--- config.mk ---
export PLATFORM = sky130hd
export DESIGN_NAME = qdma_c2h_st_pkt_gen
export DESIGN_NICKNAME = d
export VERILOG_FILES = /design/src/rtl/qdma_c2h_st_pkt_gen.sv
export SDC_FILE = /design/constraint.sdc
export NUM_CORES = 1
export LEC_CHECK = 0
export ABC_AREA = 1
export BUFFER_PORTS_ARGS = -buffer_cell sky130_fd_sc_hd__buf_2
export CAP_MARGIN = 10
export CORE_AREA = 2 2 294 296
export DETAILED_ROUTE_END_ITERATION = 16
export DIE_AREA = 0 0 296 298
export SYNTH_ARGS = -nofsm -noshare
export SYNTH_HDL_FRONTEND = slang
export SYNTH_SLANG_ARGS = --single-unit
--- constraint.sdc ---
create_clock -name axi_aclk -period 3.75 [get_ports axi_aclk]
set_input_delay 0.375 -clock axi_aclk [delete_from_list [all_inputs] [get_ports axi_aclk]]
set_output_delay 0.375 -clock axi_aclk [all_outputs]
set_load 0.02 [all_outputs]
--- src/rtl/qdma_c2h_st_pkt_gen.sv ---
// C2H streaming packet source: NUM packets of LEN bytes on one queue,
// deterministic byte pattern, one completion entry per packet.
module qdma_c2h_st_pkt_gen #(
    parameter int DATA_W = 512,
    parameter int LEN_W  = 16,
    parameter int QID_W  = 12,
    parameter int CNT_W  = 16,
    parameter int CMPT_W = 128
) (
    input  logic                          axi_aclk,
    input  logic                          axi_aresetn,
    input  logic                          start,
    input  logic                          stop,
    input  logic [QID_W-1:0]              cfg_qid,
    input  logic [LEN_W-1:0]              cfg_len,
    input  logic [CNT_W-1:0]              cfg_num,
    output logic [DATA_W-1:0]             c2h_tdata,
    output logic                          c2h_tvalid,
    input  logic                          c2h_tready,
    output logic                          c2h_tlast,
    output logic [$clog2(DATA_W/8)-1:0]   c2h_mty,
    output logic [LEN_W-1:0]              c2h_ctrl_len,
    output logic [QID_W-1:0]              c2h_ctrl_qid,
    output logic [CMPT_W-1:0]             cmpt_tdata,
    output logic                          cmpt_tvalid,
    input  logic                          cmpt_tready,
    output logic                          busy,
    output logic                          done,
    output logic                          cfg_err,
    output logic [CNT_W-1:0]              pkt_sent
);
    localparam int BYTES = DATA_W / 8;
    localparam int MTY_W = $clog2(BYTES);

    typedef enum logic [1:0] {S_IDLE, S_DATA, S_CMPT} state_t;

    state_t             r_state;
    state_t             w_next;
    logic [QID_W-1:0]   r_qid;
    logic [LEN_W-1:0]   r_len;
    logic [CNT_W-1:0]   r_num;
    logic [CNT_W-1:0]   r_pkt_idx;
    logic [CNT_W-1:0]   r_pkt_sent;
    logic [LEN_W-1:0]   r_beat;
    logic [LEN_W-1:0]   r_last_beat;
    logic               r_done;
    logic               r_cfg_err;

    logic               w_start_ok;
    logic               w_start_bad;
    logic               w_last;
    logic               w_c2h_hs;
    logic               w_cmpt_hs;
    logic               w_run_end;
    logic [CNT_W-1:0]   w_pkt_next;
    logic [MTY_W-1:0]   w_mty_last;
    logic [7:0]         w_base;

    assign w_start_ok  = (r_state == S_IDLE) && start &&
                         (cfg_len != '0) && (cfg_num != '0);
    assign w_start_bad = (r_state == S_IDLE) && start &&
                         ((cfg_len == '0) || (cfg_num == '0));
    assign w_last      = (r_beat == r_last_beat);
    assign w_c2h_hs    = (r_state == S_DATA) && c2h_tready;
    assign w_cmpt_hs   = (r_state == S_CMPT) && cmpt_tready;
    assign w_pkt_next  = r_pkt_idx + 1'b1;
    assign w_run_end   = w_cmpt_hs && ((w_pkt_next == r_num) || stop);
    // Empty bytes on the last beat: (-len) mod BYTES.
    assign w_mty_last  = -r_len[MTY_W-1:0];
    assign w_base      = r_pkt_idx[7:0] + 8'({r_beat, MTY_W'(0)});

    always_ff @(posedge axi_aclk or negedge axi_aresetn) begin
        if (!axi_aresetn) r_state <= S_IDLE;
        else              r_state <= w_next;
    end

    always_comb begin
        w_next = r_state;
        unique case (r_state)
            S_IDLE:  if (w_start_ok) w_next = S_DATA;
            S_DATA:  if (w_c2h_hs && w_last) w_next = S_CMPT;
            S_CMPT:  if (w_cmpt_hs) w_next = w_run_end ? S_IDLE : S_DATA;
            default: w_next = S_IDLE;
        endcase
    end

    always_ff @(posedge axi_aclk or negedge axi_aresetn) begin
        if (!axi_aresetn) begin
            r_qid       <= '0;
            r_len       <= '0;
            r_num       <= '0;
            r_pkt_idx   <= '0;
            r_pkt_sent  <= '0;
            r_beat      <= '0;
            r_last_beat <= '0;
            r_done      <= 1'b0;
            r_cfg_err   <= 1'b0;
        end else begin
            r_done    <= w_run_end;
            r_cfg_err <= w_start_bad;
            if (w_start_ok) begin
                r_qid       <= cfg_qid;
                r_len       <= cfg_len;
                r_num       <= cfg_num;
                r_last_beat <= (cfg_len - 1'b1) >> MTY_W;
                r_beat      <= '0;
                r_pkt_idx   <= '0;
                r_pkt_sent  <= '0;
            end
            if (w_c2h_hs) r_beat <= w_last ? '0 : r_beat + 1'b1;
            if (w_cmpt_hs) begin
                r_pkt_idx  <= w_pkt_next;
                r_pkt_sent <= r_pkt_sent + 1'b1;
            end
        end
    end

    // Payload and sideband are forced to zero outside their own state.
    always_comb begin
        c2h_tdata    = '0;
        c2h_tvalid   = 1'b0;
        c2h_tlast    = 1'b0;
        c2h_mty      = '0;
        c2h_ctrl_len = '0;
        c2h_ctrl_qid = '0;
        cmpt_tdata   = '0;
        cmpt_tvalid  = 1'b0;
        if (r_state == S_DATA) begin
            for (int i = 0; i < BYTES; i++) begin
                c2h_tdata[8*i +: 8] = w_base + 8'(i);
            end
            c2h_tvalid   = 1'b1;
            c2h_tlast    = w_last;
            c2h_mty      = w_last ? w_mty_last : '0;
            c2h_ctrl_len = r_len;
            c2h_ctrl_qid = r_qid;
        end
        if (r_state == S_CMPT) begin
            cmpt_tvalid = 1'b1;
            cmpt_tdata  = CMPT_W'({r_pkt_idx, r_len, r_qid, 4'h1});
        end
    end

    assign busy     = (r_state != S_IDLE);
    assign done     = r_done;
    assign cfg_err  = r_cfg_err;
    assign pkt_sent = r_pkt_sent;

endmodule

### After elaboration in Yosys (flattened, before gate mapping)

Cells that the tools add are included.

* logic and storage cells: 124
* input bits: 50
* register bits after elaboration: 106
* output and inout port bits: 696

* eq/ne operators: 7
* add/sub/neg operators: 69
* muxes and demuxes: 19
* reduce and logical (&&, ||, !) cells: 19

Operators by type and width (count)
* 512-bit two-way mux: 1
* 8-bit by 6-bit adder with 8-bit output, second input constant: 32
* 8-bit by 5-bit adder with 8-bit output, second input constant: 16
* 16-bit two-way mux: 6
* 8-bit by 4-bit adder with 8-bit output, second input constant: 8
* 16-bit by 1-bit adder with 16-bit output, second input constant: 3
* 48-bit two-way mux: 1
* 8-bit by 3-bit adder with 8-bit output, second input constant: 4
* 16-bit logical NOT: 2
* 16-bit nonzero test: 2
* 8-bit by 2-bit adder with 8-bit output, second input constant: 2
* 16-bit by 10-bit equality test with 1-bit output: 1
* 16-bit equality test: 1
* 16-bit by 1-bit subtractor with 16-bit output, second input constant: 1
* 12-bit two-way mux: 1
* 6-bit two-way mux: 2
* 8-bit by 1-bit adder with 8-bit output, second input constant: 1
* 8-bit adder: 1
* 1-bit logical AND: 8
* 2-bit two-way mux: 3
* 6-bit negation: 1
* 2-bit case mux with 3 select lines: 1
* 2-bit nonzero test: 3
* 1-bit two-way mux: 4
* other kinds (7): 9

### Depth between registers and ports, before layout

* depth after elaboration: 7
* depth in mapped cells: 18
* mapped depth without buffers: 17

### Worst setup path after synthesis

OpenSTA, ideal clock, no wires.

* path kind: register -> output
* start point: register r_pkt_idx[1]
* end point: output port c2h_tdata[511]
* stages on the path, launching flop included: 11
* required time: 3375 ps
* data arrival time: 2617 ps
* buffers on the path: 2
* path slack: 758 ps
* cells stage by stage: dfrtp_1 -> inv_1 -> buf_1 -> ha_1 -> buf_4 -> inv_2 -> a21oi_1 -> inv_2 -> nor2_1 -> inv_1 -> a311oi_1

* longest elaborated chain between the ends: 3

RTL lines
* start: declaration: line 42 `logic [CNT_W-1:0] r_pkt_idx;`
* start signal: assignment: line 112 `r_pkt_idx <= w_pkt_next;`
* 8-bit adder: line 70 `assign w_base = r_pkt_idx[7:0] + 8'({r_beat, MTY_W'(0)});`
* 8-bit by 6-bit adder with 8-bit output: line 130 `c2h_tdata[8*i +: 8] = w_base + 8'(i);`
* 512-bit two-way mux: line 128 `if (r_state == S_DATA) begin`
* end: declaration: line 17 `output logic [DATA_W-1:0] c2h_tdata,`

Every way passes these cells.

### Worst setup path after layout

* start point: register r_beat[0]
* end point: output port c2h_tdata[383]

* longest elaborated chain between the ends: 3

RTL lines
* start: declaration: line 44 `logic [LEN_W-1:0] r_beat;`
* start signal: assignment: line 110 `if (w_c2h_hs) r_beat <= w_last ? '0 : r_beat + 1'b1;`
* 8-bit adder: line 70
* 8-bit by 6-bit adder with 8-bit output: line 130
* 512-bit two-way mux: line 128

Every way passes these cells.

==> metrics.yaml <==
synth.cells.most_frequent: "347 x sky130_fd_sc_hd__buf_4, 316 x sky130_fd_sc_hd__nor2_1, 286 x sky130_fd_sc_hd__nand2_1"
run_status: "finished, final reports clean"
ys_top_cells_by_area: "sky130_fd_sc_hd__dfrtp_1 21%, sky130_fd_sc_hd__buf_4 21%, sky130_fd_sc_hd__nor2_1 9.4%"
worstPathRequired_ps: 3380
die_y_um: 298
setup.worst_path.start: "r_beat[0]$_DFFE_PN0P_"
synth_top_family_by_area: "buffers and inverters"
crit_path_cell_trace: "ha_1, ha_1, nand2_1, clkinv_1, nor2_1, inv_1, a21oi_1, o21ai_0, a21oi_1, buf_2"
yosys.area_share.adder: 0.0257
postRouteAntennaNets: 0
clkLatencyLatePin_ps: 370
cts_max_level: 3
placed_cell_area_mm2: 0.0151
cts.root.buffer_cell: "sky130_fd_sc_hd__clkbuf_16"
top_level_ports: 746
num_vias: 13671
placement.setup.worst_slack_ps: 565
timing_worst_setup_path_type: "reg2out"
timing.hold.ws_ps: 41.7
tritoncts: "built"
ys_seq_area_frac: 0.210
floorplan.die.width_um: 296
synth_compound_gate_area_share: 0.165
p_switching_mw: 11.7
port_buffers: 662
vias_per_cell: 3.92
timing.critical_path.to_type: "output port"
xor_xnor_cell_area_share_of_the_yosys_netlist: 0.0443
post_cts.resized_instances: 0
gp_congestion: 0.897
most_frequently_used_flop_master_after_synthesis: "sky130_fd_sc_hd__dfrtp_1"
drt_pre_antenna_iters: 6
asyncSetResetFlopFracSynth: 1.00
hold_class: "in2async"
clockPowerShare: 0.056
dpl.hpwl_mm: 55.9
critical_path.max_fanout: 9
setup_total_negative_slack_ps: 0
wl_per_cell_um: 19.4
proportion_of_synthesized_area_in_mux_cells: 0.000791
first_global_vias: 12191
cts_buf_count: 9
num_rows: 107
final_nets: 2415
critical_path_buf_inv_count: 3
p_int_mw: 6.09
placed_cells_incl_taps: 3472
cts_post_setup_buffers_inserted: 0
start_util: 0.149
die_area_mm2: 0.0882
synth_largest_area_cell: "sky130_fd_sc_hd__dfrtp_1"
seqPwrFrac: 0.108
cell_count_after_synthesis: 1971
cpLargestDelayFamily: "adder cells"
grt_max_degree: 88
syn_area_per_cell_um2: 6.42
syn-cell-area_mm2: 0.0126
antenna_found_initial: 6
slew_headroom: 0.214
fin_crit_sh: 0.924
startpoint_type: "flop"
tritoncts_num_sinks: 106
critical_path.reg2reg.startpoint: "r_pkt_idx[3]$_DFFE_PN0P_"
cpPeakStageDelay_ps: 510
layout-drive-gt1-share: 0.329
core_area_mm2: 0.0849
routed_wl_mm: 67.5
setup_violations: 0
worst_ir_drop_vdd_mv: 0.715
number_of_synthesized_flops_with_an_enable_pin: 0
drc_errors: 0
clock_skew_ps: 15.9
grt_first_pass_wirelength_mm: 92.7
cts_hold_buffers: 0
post_layout_nonfiller_instances: 3489
maxSlewViolCount: 0
final_period_minus_worst_setup_slack_ps: 3460
leakage_nw: 8.22
tightest_slew_ps: 1180
clock_slew_seen_by_the_registers_of_the_worst_setup_and_hold_paths_ps: 80
fmax_ghz: 0.289
global_route.overflow_total: 0
areaGrowthSynthToFinish_pct: 21.8
cpMaxStageDelayCell: "sky130_fd_sc_hd__dfrtp_1"
finish.instance_area_mm2: 0.0154
comb_power_share: 0.836
p_per_area_mw_per_mm2: 1150
rsz0062_at_grt: "no"
post-synth-top-area-fraction: 0.210
postLayoutSetupSlackWorst_ps: 286
ys_ff_latch: 106
maxCapViolations: 0
worstPathArrival_ps: 3090
hold_viol: 0
post-route-util: 0.182
synthMostInstantiatedCell: "sky130_fd_sc_hd__buf_4"
yosys_warnings: 0
overall_power_mw: 17.7
power_switching_share: 0.657
cts-root-to-sink-buffers: 2
first_iter_violations: 924
post_synth_and_or_nand_nor_area_fraction: 0.250
track_usage: 0.145
ys_types: 50
## layer usage
metal,vias to the layer above,part of all wire,track usage
met5,-,0.00016,0
met4,2,0.027,0.0397
met3,65,0.099,0.0451
met2,631,0.45,0.236
met1,6383,0.42,0.183
li1,6590,-,-
## area by class of cell
type / count / area (um2)
Clock buffer: 10 / 229
Tap cell: 1144 / 1430
Inverter: 220 / 831
Multi-Input combinational cell: 1290 / 6470
Fill cell: 9918 / 69500
Antenna cell: 1 / 2.50
Timing Repair Buffer: 712 / 3730
Clock inverter: 6 / 60.1
Sequential cell: 106 / 2650
## worst paths after layout
path | endpoint | slack (ps) | cells past startpoint
max | c2h_tdata[383] | 290 | 10
min | r_len[11]$_DFFE_PN0P_ | 40 | 1
max reg2reg | r_state[0]$_DFFE_PN0P_ | 820 | 18
min reg2reg | r_len[13]$_DFFE_PN0P_ | 500 | 2
max in group asynchronous | pkt_sent[15]$_DFFE_PN0P_ | 2890 | 2
min in group axi_aclk | r_qid[8]$_DFFE_PN0P_ | 210 | 3
## state kept, by name, summed over array words and instances, names as in the netlist
signal       flops
cfg_err          1
done             1
pkt_sent        16
r_beat          16
r_last_beat     10
r_len           16
r_num           16
r_pkt_idx       16
r_qid           12
r_state          2
## logic make-up after synthesis
logic type / after synthesis
and+or+nand+nor: 743
buffers and inverters: 657
AOI/OAI and AO/OA: 373
DFF: 106
xor gates and xnor gates: 64
adders and majority gates: 26
other: 1
muxes: 1
## placed cells by master (no fill, tap or decap), types with 3 or more instances in the layout
cell,synthesis,routed
sky130_fd_sc_hd__nor2_1,316,315
sky130_fd_sc_hd__nand2_4,4,5
sky130_fd_sc_hd__clkinv_1,3,3
sky130_fd_sc_hd__xnor2_1,6,6
sky130_fd_sc_hd__nor3_2,3,3
sky130_fd_sc_hd__o21a_1,17,17
sky130_fd_sc_hd__nand3_1,41,41
sky130_fd_sc_hd__nand3b_1,6,6
sky130_fd_sc_hd__a21oi_1,135,134
sky130_fd_sc_hd__conb_1,1,83
sky130_fd_sc_hd__buf_12,0,3
sky130_fd_sc_hd__nand2_1,286,285
sky130_fd_sc_hd__ha_1,26,26
sky130_fd_sc_hd__buf_2,27,659
sky130_fd_sc_hd__a311oi_1,8,8
sky130_fd_sc_hd__buf_4,347,50
sky130_fd_sc_hd__nor3_1,40,40
sky130_fd_sc_hd__clkbuf_16,0,9
sky130_fd_sc_hd__o32ai_1,3,3
sky130_fd_sc_hd__a211oi_1,26,26
sky130_fd_sc_hd__xor2_1,58,58
sky130_fd_sc_hd__nand4_1,19,19
sky130_fd_sc_hd__o22ai_1,26,26
sky130_fd_sc_hd__dfrtp_1,106,105
sky130_fd_sc_hd__inv_1,206,204
sky130_fd_sc_hd__o21ai_1,33,33
sky130_fd_sc_hd__o21ai_0,115,115
sky130_fd_sc_hd__nor2_2,8,9
sky130_fd_sc_hd__inv_2,9,11
sky130_fd_sc_hd__nor4_1,7,7
## worst register-to-register path, stage by stage, from the launching register on
cell and delay [ps]:
sky130_fd_sc_hd__dfrtp_1 510, sky130_fd_sc_hd__buf_4 240, sky130_fd_sc_hd__ha_1 160, sky130_fd_sc_hd__buf_4 200, sky130_fd_sc_hd__nand2_1 140, sky130_fd_sc_hd__nand2_1 140
sky130_fd_sc_hd__nand2_1 140, sky130_fd_sc_hd__nand2_1 90, sky130_fd_sc_hd__nand2_1 80, sky130_fd_sc_hd__nor2_1 200, sky130_fd_sc_hd__nand2_1 80, sky130_fd_sc_hd__nor2_1 320
sky130_fd_sc_hd__nand2_1 100, sky130_fd_sc_hd__nor2_1 100, sky130_fd_sc_hd__nand2_1 50, sky130_fd_sc_hd__nand2_1 60, sky130_fd_sc_hd__nand2_1 70, sky130_fd_sc_hd__nand2_1 90
sky130_fd_sc_hd__nand2_1 60
## power groups by stage
stage          combinational (mW)  sequential [mW]  clock [mW]
6_report                     14.8             1.91       0.994
5_1_grt                      16.0             1.97        1.08
4_1_cts                      15.0             1.91        1.04
3_5_place_dp                 15.0             1.92           0
3_3_place_gp                 14.9             1.92           0
2_1_floorplan                10.8             1.84           0
No activity file was read; power rests on OpenSTA's default activity.
